<file path="src/rtl/ifu_inst_queue.sv">
// Instruction queue between fetch and decode.
// Registered-state handshakes; empty head reads as a NOP.
module ifu_inst_queue #(
    parameter int DEPTH           = 4,
    parameter int INST_ADDR_WIDTH = 32,
    parameter int CU_BUS_WIDTH    = 4,
    parameter int CU_FLUSH        = 0,
    parameter int CU_STALL        = 1
) (
    input  logic                       clk,
    input  logic                       rst,
    input  logic [31:0]                inst_i,
    input  logic [INST_ADDR_WIDTH-1:0] inst_addr_i,
    input  logic [INST_ADDR_WIDTH-1:0] old_pc_i,
    input  logic                       inst_valid_i,
    output logic                       inst_ready_o,
    input  logic [CU_BUS_WIDTH-1:0]    stall_flag_i,
    output logic [31:0]                inst_o,
    output logic [INST_ADDR_WIDTH-1:0] inst_addr_o,
    output logic [INST_ADDR_WIDTH-1:0] old_pc_o,
    output logic                       inst_valid_o,
    input  logic                       inst_ready_i,
    output logic [$clog2(DEPTH):0]     count_o
);

    localparam int PW = $clog2(DEPTH);
    localparam int CW = PW + 1;
    localparam logic [31:0]   NOP  = 32'h0000_0013;
    localparam logic [CW-1:0] FULL = CW'(DEPTH);

    logic [31:0]                inst_mem [DEPTH];
    logic [INST_ADDR_WIDTH-1:0] addr_mem [DEPTH];
    logic [INST_ADDR_WIDTH-1:0] opc_mem  [DEPTH];

    logic [PW-1:0] wr_ptr;
    logic [PW-1:0] rd_ptr;
    logic [CW-1:0] count;
    logic          flush;
    logic          stall;
    logic          push;
    logic          pop;
    logic          unused_cu_bits;

    assign flush = stall_flag_i[CU_FLUSH];
    assign stall = stall_flag_i[CU_STALL];
    assign unused_cu_bits = ^stall_flag_i;

    assign inst_ready_o = (count < FULL);
    assign inst_valid_o = (count != '0);
    assign count_o      = count;

    assign push = inst_valid_i & inst_ready_o & ~flush;
    assign pop  = inst_valid_o & inst_ready_i & ~stall & ~flush;

    // Power-of-two depth: pointer overflow is the modulo wrap.
    always_ff @(posedge clk or posedge rst) begin
        if (rst) begin
            wr_ptr <= '0;
            rd_ptr <= '0;
            count  <= '0;
        end else if (flush) begin
            wr_ptr <= '0;
            rd_ptr <= '0;
            count  <= '0;
        end else begin
            if (push) wr_ptr <= wr_ptr + 1'b1;
            if (pop)  rd_ptr <= rd_ptr + 1'b1;
            count <= count + CW'(push) - CW'(pop);
        end
    end

    always_ff @(posedge clk) begin
        if (push) begin
            inst_mem[wr_ptr] <= inst_i;
            addr_mem[wr_ptr] <= inst_addr_i;
            opc_mem[wr_ptr]  <= old_pc_i;
        end
    end

    assign inst_o      = inst_valid_o ? inst_mem[rd_ptr] : NOP;
    assign inst_addr_o = inst_valid_o ? addr_mem[rd_ptr] : '0;
    assign old_pc_o    = inst_valid_o ? opc_mem[rd_ptr]  : '0;

endmodule
</file>
<file path="config.mk">
export PLATFORM = sky130hd
export DESIGN_NAME = ifu_inst_queue
export DESIGN_NICKNAME = d
export VERILOG_FILES = /design/src/rtl/ifu_inst_queue.sv
export SDC_FILE = /design/constraint.sdc
export NUM_CORES = 1
export LEC_CHECK = 0
export ABC_AREA = 1
export CORE_ASPECT_RATIO = 0.9
export CORE_MARGIN = 2
export CORE_UTILIZATION = 52
export CTS_BUF_LIST = sky130_fd_sc_hd__clkbuf_8
export DETAILED_ROUTE_END_ITERATION = 12
export GPL_TIMING_DRIVEN = 0
export PLACE_DENSITY = 0.82
export SKIP_LAST_GASP = 1
export SLEW_MARGIN = 30
export SYNTH_ARGS = -nofsm -noshare
export SYNTH_HDL_FRONTEND = slang
export SYNTH_SLANG_ARGS = --single-unit
export TNS_END_PERCENT = 30
</file>
<file path="constraint.sdc">
create_clock -name clk -period 5.8 [get_ports clk]
set_clock_uncertainty 0.2 [all_clocks]
set_input_delay 0.58 -clock clk [delete_from_list [all_inputs] [get_ports clk]]
set_output_delay 0.58 -clock clk [all_outputs]
set_load 0.1 [all_outputs]
</file>
; ---- Word level (Yosys, flattened, before mapping)
; Memory sizes are Yosys's and may differ from the RTL's.
; Cells that the tools add are included.
[totals]
reg_bits = 7
ram_bits = 384
out_inout_bits = 101
mem_count = 3
[classes]
addsub = 4
order_cmp = 1
muxes = 10
n_bitwise = 7
n_reduce_logical = 3
[mem_list]
columns = name, depth, width, rd, rd_ports_with_merged_regs, write_ports, line_no
row1 = addr_mem, 4, 32, 1, 0, 1, 32  ; logic [INST_ADDR_WIDTH-1:0] addr_mem [DEPTH];
row2 = inst_mem, 4, 32, 1, 0, 1, 31  ; logic [31:0] inst_mem [DEPTH];
row3 = opc_mem, 4, 32, 1, 0, 1, 33  ; logic [INST_ADDR_WIDTH-1:0] opc_mem [DEPTH];
[ops]
columns = cell, n
row1 = 32-bit two-way mux, 3
row2 = 2-bit two-way mux, 4
row3 = 1-bit AND, 5
row4 = "2-bit by 1-bit adder with 2-bit output, second input constant", 2
row5 = 2-bit nonzero test, 2
row6 = 3-bit by 1-bit adder with 3-bit output, 1
row7 = "3-bit less-than comparator, second input constant", 1
row8 = 3-bit two-way mux, 1
row9 = 3-bit nonzero test, 1
row10 = 3-bit by 1-bit subtractor with 3-bit output, 1
row11 = 1-bit two-way mux, 2
row12 = 1-bit inverter, 2

; ---- Logic depth before layout (Yosys ltp)
; Gate-level depths: netlist of run 1.
[logic_depth]
depth_word = 6
ltp_mapped = 12

; ---- Worst setup path after synthesis of run 1
; Ideal clock, no wire load.
[synth_timing]
kind = register to register
start = register count[2] (netlist: count_o[2])
end = memory addr_mem[0][0], enable pin
setup_ns = 0.552
arrival_ns = 5.690
required_time_ns = 5.048
setup_slack_ns = -0.642
stages_incl_launch_ff = 4
path_buffers = 0
synth_period_minus_slack_ns = 6.442
path_cell_list = dfrtp_1 > inv_2 > nand3_1 > nor2_1
[synth_between]
elab_chain_len = 5
[synth_lines]
columns = item, line_no
row1 = "start, declared", 37  ; logic [CW-1:0] count;
row2 = "start signal, assigned", 68  ; count <= count + CW'(push) - CW'(pop);
row3 = 3-bit less-than comparator, 48  ; assign inst_ready_o = (count < FULL);
row4 = via inst_ready_o, 16  ; output logic inst_ready_o,
row5 = 1-bit AND (2 in series), 52  ; assign push = inst_valid_i & inst_ready_o & ~flush;
row6 = 1-bit two-way mux, 73  ; if (push) begin
row7 = 1-bit two-way mux (implied by the code), 75  ; addr_mem[wr_ptr] <= inst_addr_i;
row8 = "end, declared", 32
; The timed path passes the listed nets, and every way through them passes these cells.

; ---- Worst setup path after layout of run 1
[layout_timing]
start = register rd_ptr[1]
end = output port old_pc_o[28]
[layout_between]
elab_chain_len = 2
[layout_lines]
columns = item, line_no
row1 = "start, declared", 36  ; logic [PW-1:0] rd_ptr;
row2 = "start signal, assigned", 67  ; if (pop) rd_ptr <= rd_ptr + 1'b1;
row3 = memory read 4 x 32 bit, -
row4 = 32-bit two-way mux, 82  ; assign old_pc_o = inst_valid_o ? opc_mem[rd_ptr] : '0;
row5 = "end, declared", 20  ; output logic [INST_ADDR_WIDTH-1:0] old_pc_o,
; No other way between the ends.

==> results of run 1 <==
## per-stage QoR
stage	hold slack [ps]	setup TNS, ps	setup WS, ps	cells	instance area [µm²]
after floorplan	183	-246560	-642	1568	16800
after global placement	340	-1407430	-3790	2186	19300
after detailed placement	371	0	2360	2208	19900
after CTS	359	0	1680	2324	21200
after global routing	376	0	1570	2324	21200
final	377	0	1700	2324	21200
## cells in the mapped netlist
library cell / number
o21ai_0: 5
clkbuf_1: 6
nand4_1: 2
ha_1: 6
nand2_4: 1
or2_2: 1
dfrtp_1: 7
edfxtp_1: 384
a21oi_1: 94
fa_1: 1
buf_6: 14
inv_1: 391
clkinv_2: 1
inv_2: 3
buf_4: 11
nand2_1: 390
nor2_1: 10
buf_2: 38
buf_1: 5
nand3_1: 195
o211ai_1: 3
## worst max-delay path, delay by kind of cell, from the launching register on
family | cells | cell delay [ps]
buffers and inverters | 5 | 1950
AOI/OAI and AO/OA | 1 | 210
DFF | 1 | 380
and+or+nand+nor | 1 | 150
## cell families after synthesis
family | count (synthesis) | synth area share [%]
adder cells (fa/ha/maj) | 7 | 0.567
buffers and inverters | 469 | 11.7
AND/OR/NAND/NOR | 599 | 14.9
flip-flops | 391 | 69.8
AO/OA/AOI/OAI | 102 | 3.09
## worst min path at each step
| stage | slack, ps | to | startpoint |
|---|---|---|---|
| final | 380 | count_o[1] | stall_flag_i[0] |
| after global routing | 380 | count_o[1] | stall_flag_i[0] |
| after CTS | 360 | count_o[1] | stall_flag_i[0] |
| after detailed placement | 370 | wr_ptr[0] | wr_ptr[0] |
| after global placement | 340 | wr_ptr[0] | wr_ptr[0] |
| after floorplan | 180 | count_o[0] | rst |
## repair_timing
action	4_1_cts	5_1_grt
hold buffers	1	0
setup buffers	0	0
endpoints found under the hold margin	7	0
setup endpoints to repair	0	0
## flip-flops by register name, indices dropped and copies added, names as in the netlist
register,count
count_o,3
wr_ptr,2
opc_mem,128
addr_mem,128
inst_mem,128
rd_ptr,2
## layout make-up
cell class | instances | area share (%)
buffer | 74 | 2.22
clock buffer | 63 | 4.09
clock inverter | 52 | 1.90
inverter | 395 | 6.99
multi-input combinational | 708 | 14.8
sequential | 391 | 55.2
tap | 416 | 2.45
timing repair buffer | 225 | 12.3
## power by group through the flow
stage	Clock (mW)	Combinational, mW	Sequential (mW)
2_1_floorplan	0	2.46	3.40
6_report	2.37	3.48	3.29
5_1_grt	2.52	3.60	3.30
4_1_cts	2.40	3.48	3.29
3_3_place_gp	0	3.36	3.39
3_5_place_dp	0	3.46	3.35
## metal layers
metal	track usage (%)	vias to the layer above	wire length, µm
li1	-	5570	-
met1	30.7	5666	15900
met2	40.3	577	20500
met3	4.79	96	3560
met4	8.72	2	1020
met5	0	-	13
==> results.md, run 1 <==
* Cts repair resizes at 0
* Worst-path cell chain: buf_6, clkinv_2, buf_6, buf_2, nand3_1, a21oi_1, clkdlybuf4s50_1
* CP Capture Type: output pin
* GR Overflow Total at 0
* Hold path depth at 2
* Worst Hold Class: in2reg
* Die Ht at 174 µm
* Slew Limit Fails at 0
* Routed Antenna Nets at 0
* Final #Nets at 1967
* Post-synth top area share at 68.7%
* Flop2flop setup slack at 3220 ps
* Vias/cell at 5.13
* CORE AREA at around 0.032 mm²
* Slew headroom at 31.4%
* Multi-input logic area at around 0.0032 mm²
* Initial core utilization at 52.6%
* Iteration-0 DRC Markers at around 1200
* Share of total power in sequential cells at 36.0%
* Cell taking the most area after synthesis: edfxtp_1
* Outcome: complete, no violations
* Row cnt at 62
* Most common cell after layout, fill and taps aside: inv_1
* Share of cells above drive strength 1 at 9.64%
* Sequential area share after synthesis at 69.8%
* Largest net degree at the start of global routing at 22
* CP dominant cell by count: buf_6
* CP Launch Type: flip-flop
* Count of different cell masters after synthesis at 21
* P per Cell Area at 431 mW/mm²
* Most frequent cells in the layout: 410 x inv_1, 390 x nand2_1, 384 x edfxtp_1
* Max Clock Freq at 244 MHz
* P_int at 5.36 mW
* Initial antenna violation count at 1
* Vias in the first global route at roughly 12000
* Switching Fraction at approximately two fifths
* Synth Instances at 1568
* DR DRC count at 0
* Final min period at between 4000 and 5000 ps
* Worst vdd ir at 0.486 mV
* Leak at 9.14 nW
* Register area at 0.0117 mm²
* DR WL/cell at 17.6 µm
* Clock root buffer: clkbuf_8
* Cts bufs inserted at 61
* Final hold vios at 0
* Die ar. at between 0.03 and 0.04 mm²
* First-pass GRT wire length at 62400 µm
* Worst setup path class: reg2out
* CTS tree: built
* Slew at the pin with the worst max-slew slack at 1030 ps
* CP endpoint: old_pc_o[28]
* WL final at 41000 µm
* CTS clk-pin slew, worst paths at 70 ps
* Combinational group share of total power at a little under two fifths
* Total track usage at a little under a quarter
* Final setup fails at 0
* Number of diodes at 0
* Switching pwr at 3.79 mW
* Num ports at around 200
* Required time of the critical path at ~5000 ps
* FF-to-FF path depth at 10
* Clk buf depth at 3
* Syn avg cell area at about 11 µm²
* RePlAce Congestion at 0.797
* Reg-to-reg critical path startpoint: count_o[2]
* Routed vias at ~12000
* Clk sink count at 391
* Synth Register Bits at 391
* Die width at 193 µm
* Syn nets at 1679
* CP max FO at 10
* Max-Cap Viols at 0
* Fill cells at 2175
* Cell Area, Synth at 0.0168 mm²
* Clock power frac at 26.0%
* Clock Latency Late Sink at 620 ps
* Port bufs at 202
* Total power at approximately 9 mW
* Final critical-path share of the clock period at 70.7%
* Critical-path cell with the highest stage delay: clkdlybuf4s50_1
* R2r endpoint: count_o[2]
* Synth warn at 0
* H-tree depth at 2
* DRT Pass-1 Iters at 6
* Area growth from synthesis to layout at 26.4%
* DP HPWL at around 27000 µm
* CP startpoint: rd_ptr[1]
* Finished Core Util at 66.6%
* Slowest stage delay, CP at 1170 ps
* Top post-synthesis cells by area: edfxtp_1 69%, inv_1 8.7%, nand2_1 8.7%, nand3_1 5.8%, a21oi_1 2.8%
* RSZ-0062 raised after global routing: no
* CP arrival at 3320 ps
Note: power is estimated with default switching activity, not from simulation.
==> run 2: changes to the inputs <==
- clock period: 5.8 -> 3.71 ns (I/O delays scaled with it)
==> results.md, run 2 (synthesized netlist as in run 1, its figures left out) <==
* GR Overflow Total at 0 (unchanged)
* CP Launch Type: flip-flop
* RSZ-0062 raised after global routing: yes
* CP arrival at 3200 ps (-120 ps)
* Top flop regs: addr_mem (128), inst_mem (128), opc_mem (128)
* Row cnt at 62 (unchanged)
* Iteration-0 DRC Markers at 993 (-20%)
* Clk sink count at 391 (unchanged)
* First-pass GRT wire length at 61300 µm (-1.8%)
* Initial antenna violation count at 0 (-1)
* Max Clock Freq at around 270 MHz
* Critical-path cell with the highest stage delay: clkdlybuf4s50_1
* Slowest stage delay, CP at 1190 ps (+20 ps)
* Outcome: complete, but fails checks
* Share of cells above drive strength 1 at 8.81% (-0.83 points)
* Final min period at around 3800 ps
* Routed Antenna Nets at 0 (unchanged)
* Fin Hold WS at 215 ps (-162 ps)
* Number of diodes at 0 (unchanged)
* Port bufs at 202 (unchanged)
* Num ports at 205 (unchanged)
* Total track usage at 23.3% (-0.54 points)
* DR DRC count at 0 (unchanged)
* Hold Path End: inst_mem[0][18]
* Hold Crit Start: inst_i[18]
* Slew headroom at 29.9% (-1.5 points)
* Final critical-path share of the clock period at 102%
* Multi-input logic area at 0.00315 mm² (unchanged)
* Most common cell after layout, fill and taps aside: inv_1
* Vias in the first global route at 11762 (-1.5%)
* FF-to-FF path depth at 6 (-4)
* Slew at the pin with the worst max-slew slack at 1050 ps (+22.8 ps)
* CTS tree: built
* Die ar. at 0.0337 mm² (unchanged)
* Required time of the critical path at 3140 ps (-1880 ps)
* Clock root buffer: clkbuf_8
* Die Ht at 174 µm (unchanged)
* Max-Cap Viols at 0 (unchanged)
* RePlAce Congestion at 0.777 (-2.6%)
* Initial core utilization at 52.6% (unchanged)
* Leak at 9.41 nW (+2.9%)
* Most frequent cells in the layout: 415 x inv_1, 390 x nand2_1, 384 x edfxtp_1
* Reg-to-reg critical path startpoint: count_o[2]
* Worst setup path class: reg2out
* Slew Limit Fails at 0 (unchanged)
* Hold path depth at 1 (-1)
* CP Capture Type: output pin
* DRT Pass-1 Iters at 6 (unchanged)
* Die width at 193 µm (unchanged)
* WL final at 39700 µm (-3.3%)
* PnR worst setup slack at -63.0 ps (-1760 ps)
* Final #Nets at 1962 (-0.25%)
* CP dominant cell by count: buf_2
* Register area at 0.0117 mm² (about the same)
* H-tree depth at 2 (unchanged)
* Final setup fails at 11 (+11)
* DR WL/cell at 17.2 µm (-2.7%)
* Worst vdd ir at 0.639 mV (+32%)
* R2r endpoint: addr_mem[2][27]
* Worst Hold Class: in2reg
* Flop2flop setup slack at 910 ps (-2310 ps)
* Clock Latency Late Sink at 580 ps (-40 ps)
* Area growth from synthesis to layout at 25.0%
* Failing checks: negative setup slack
* Routed vias at 11718 (-1.6%)
* Final hold vios at 0 (unchanged)
* Vias/cell at 5.07 (-1.1%)
* Setup TNS at -248 ps (-248 ps)
* CP max FO at 10 (unchanged)
* Worst-path cell chain: buf_4, buf_2, buf_2, nand2_1, nand3_1, a21oi_1, clkdlybuf4s50_1
* CTS clk-pin slew, worst paths at 60 ps (about the same)
* Largest net degree at the start of global routing at 21 (-4.5%)
* CORE AREA at 0.0319 mm² (unchanged)
* Cts bufs inserted at 58 (-4.9%)
* Setup bufs post-CTS at 0 (unchanged)
* P per Cell Area at 650 mW/mm² (+51%)
* DP HPWL at 25800 µm (-2.9%)
* Clk buf depth at 3 (unchanged)
* Fill cells at 2266 (+4.2%)
==> run 2: changes by cell type in the layout (fill, tap and decap cells not counted), sizes merged <==
cell and change:
clkdlybuf4s50 -41, dlymetal6s2s +21, dlygate4sd2 +19, clkinv -6, bufinv -5, inv +5
clkbuf -4, buf -1, clkinvlp -1
==> run 2: critical path, delay by kind of cell, from the launching register on <==
| kind | cells | cell delay (ps) |
|---|---|---|
| DFF | 1 | 360 |
| AOI/OAI and AO/OA | 1 | 260 |
| and+or+nand+nor | 2 | 160 |
| buffers and inverters | 4 | 1840 |
==> run 2: through the flow <==
stage	worst slack, ps	power, mW	utilization (%)	area [µm²]	std cells
global placement	-1050	10.5	60.7	19400	2186
finish	-63.0	13.6	65.8	21000	2311
global route	-151	14.1	65.8	21000	2311
floorplan	-209	9.15	-	16800	1568
detailed placement	302	10.6	62.4	19900	2206
CTS	-85.9	13.7	65.6	20900	2311
==> run 2: power by group <==
part / switching, mW / leakage [nW] / total (mW) / internal, mW
registers: 0.0581 / 3.58 / 5.15 / 5.09
clock network: 1.53 / 0.623 / 3.14 / 1.61
logic: 4.19 / 5.21 / 5.33 / 1.14
total: 5.78 / 9.41 / 13.6 / 7.84
==> run 2: final cells by class <==
class	count	area share (%)
clock buffer	59	3.87
sequential	391	55.8
clock inverter	45	1.11
timing repair buffer	223	12.3
multi-input combinational	708	15.0
inverter	395	7.10
tap	416	2.48
buffer	74	2.25
==> run 2: timing repair <==
item | in CTS | in global routing
endpoints found under the setup margin | 64 | 71
hold endpoints to repair | 7 | 0
resized for setup | 19 | 21
hold buffers | 1 | 0
==> run 2: worst max path at each step <==
stage                         start         endpoint  slack (ps)
floorplan                count_o[1]   inst_addr_o[0]        -210
global placement    stall_flag_i[0]  addr_mem[0][25]       -1050
detailed placement  stall_flag_i[0]  addr_mem[2][21]         300
CTS                       rd_ptr[0]      old_pc_o[3]         -90
global route              rd_ptr[1]     old_pc_o[12]        -150
finish                    rd_ptr[0]  inst_addr_o[18]         -60
==> run 2: per-layer routing <==
layer	GRT usage, %	share of wire [%]	vias to the layer above
met5	0	0	-
met4	9.35	3.0	0
met3	4.07	8.7	95
met2	39.3	50	575
met1	30.2	39	5487
li1	-	-	5561
==> run 3: changes to the inputs <==
- CELL_PAD_IN_SITES_DETAIL_PLACEMENT: unset -> 1
- CELL_PAD_IN_SITES_GLOBAL_PLACEMENT: unset -> 2
- CORE_UTILIZATION: 52 -> 34
==> results.md, run 3 (synthesized netlist as in run 1, its figures left out) <==
* Max-Cap Viols at 0 (unchanged)
* H-tree depth at 3 (+1)
* Failing checks: negative setup slack
* Vias/cell at 4.61 (-9.1%)
* Vias in the first global route at 12793 (+8.8%)
* P per Cell Area at 666 mW/mm² (+2.5%)
* Worst-path cell chain: buf_6, clkinv_2, buf_6, buf_2, nand3_1, a21oi_1, clkdlybuf4s50_1
* CTS tree: built
* CORE AREA at 0.0489 mm² (+54%)
* CTS clk-pin slew, worst paths at 60 ps (about the same)
* RePlAce Congestion at 0.734 (-5.5%)
* Initial core utilization at 34.3% (-18 points)
* Share of cells above drive strength 1 at 10.3% (+1.5 points)
* Final setup fails at 36 (+25)
* Largest net degree at the start of global routing at 20 (-4.8%)
* Setup TNS at -2160 ps (-1910 ps)
* DRT Pass-1 Iters at 5 (-1)
* Hold path depth at 2 (+1)
* Final #Nets at 1980 (+0.92%)
* Slew Limit Fails at 0 (unchanged)
* Slew at the pin with the worst max-slew slack at 1020 ps (-25.8 ps)
* Worst vdd ir at 0.489 mV (-24%)
* Outcome: complete, but fails checks
* CP max FO at 10 (unchanged)
* Total power at 14.4 mW (+5.5%)
* Buf/Inv on CP at 5 (+1)
* Row cnt at 77 (+24%)
* Required time of the critical path at 3140 ps (about the same)
* GR Overflow Total at 0 (unchanged)
* Routed Antenna Nets at 0 (unchanged)
* Slew headroom at 31.6% (+1.7 points)
* Clock root buffer: clkbuf_8
* RSZ-0062 raised after global routing: yes
* DP HPWL at 31700 µm (+23%)
* Clk buf depth at 3 (unchanged)
* CP arrival at 3260 ps (+60 ps)
* Routed vias at 11777 (+0.50%)
* Final hold vios at 0 (unchanged)
* First-pass GRT wire length at 72200 µm (+18%)
* Iteration-0 DRC Markers at 587 (-41%)
* DR DRC count at 0 (unchanged)
* Die width at 238 µm (+23%)
* Num ports at 205 (unchanged)
* Worst Hold Class: in2reg
* Slowest stage delay, CP at 1170 ps (-20 ps)
* Flop2flop setup slack at 960 ps (+50 ps)
* Number of diodes at 0 (unchanged)
* Post-place setup slack at 287 ps (-14.4 ps)
* Initial antenna violation count at 5 (+5)
* PnR worst setup slack at -121 ps (-57.8 ps)
* Area growth from synthesis to layout at 28.7%
* Leak at 9.62 nW (+2.2%)
* CP dominant cell by count: buf_6
* Die Ht at 215 µm (+23%)
* Clk sink count at 391 (unchanged)
* Critical-path cell with the highest stage delay: clkdlybuf4s50_1
* Most frequent cells in the layout: 407 x inv_1, 390 x nand2_1, 384 x edfxtp_1
* Worst setup path class: reg2out
* Die ar. at 0.0512 mm² (+52%)
* Port bufs at 202 (unchanged)
* CP Capture Type: output pin
* Final critical-path share of the clock period at 103% (+1.6 points)
* Clock Latency Late Sink at 620 ps (+40 ps)
* Top flop regs: addr_mem (128), inst_mem (128), opc_mem (128)
* Final min period at 3830 ps (+57.8 ps)
* FF-to-FF path depth at 6 (unchanged)
* Total track usage at 18.7% (-4.6 points)
* Crit-path leading delay family: buffers and inverters
* WL final at 47500 µm (+20%)
* Max Clock Freq at 261 MHz (-1.5%)
* DR WL/cell at 18.6 µm (+8.2%)
* Finished Core Util at 44.1% (-22 points)
* Most common cell after layout, fill and taps aside: inv_1
* CP Launch Type: flip-flop
* Cts bufs inserted at 70 (+21%)
* Critical Path Stages at 7 (unchanged)
[run 3: changes by cell type in the layout (fill, tap and decap cells not counted), sizes merged, moves of 2 or more]
cell	before	now
clkdlybuf4s50	157	147
clkbuf	65	82
dlygate4sd2	19	25
clkinv	19	30
clkinvlp	1	3
buf	93	101
inv	418	411
[run 3: per-stage QoR]
stage,area [µm²],hold slack (ps),instances
5_1_grt,21600,134,2556
6_report,21600,155,2556
3_5_place_dp,20200,380,2428
3_3_place_gp,19600,347,2402
4_1_cts,21500,98.8,2556
2_1_floorplan,16800,-25.7,1568
[run 3: layout make-up]
class | instances | area, µm²
clock buffers | 76 | 1050
multi-input cells | 708 | 3150
plain buffers | 74 | 472
inverters | 395 | 1490
clock inverters | 51 | 272
repair buffers | 229 | 2670
flip-flops and latches | 391 | 11700
well taps | 632 | 791
fillers | 5334 | 27300
[run 3: worst register-to-register path, stage by stage, from the launching register on]
cell and delay (ps):
dfrtp_2 440, inv_6 80, nand3_1 410, nor2_4 730
buf_16 250, buf_16 170, buf_8 180
[run 3: per-layer routing]
metal	vias up	share of wire, %	wire [µm]	track usage, %
li1	5599	-	-	-
met1	5834	43	20600	23.1
met2	254	50	23600	32.4
met3	84	4.4	2080	4.25
met4	6	2.4	1160	6.33
met5	-	0.099	47	0
[run 3: path summary, 6_finish.rpt]
kind | to | from
max | old_pc_o[10] | rd_ptr[1]
max reg2reg | addr_mem[0][14] | count_o[2]
min reg2reg | wr_ptr[0] | wr_ptr[0]
max in group asynchronous | count_o[2] | rst
min | count_o[1] | stall_flag_i[0]
min in group asynchronous | rd_ptr[0] | rst
[run 3: power by group]
group          internal (mW)  switching [mW]  total, mW
sequential              5.09          0.0597       5.15
clock                   2.03            1.80       3.83
combinational           1.13            4.27       5.40
total                   8.25            6.13       14.4
[run 3: repair_timing]
item | in CTS | in global routing
hold buffers | 1 | 0
gates resized for setup | 27 | 22
endpoints found under the setup margin | 89 | 74
buffers inserted | 0 | 0
hold endpoints to repair | 7 | 0
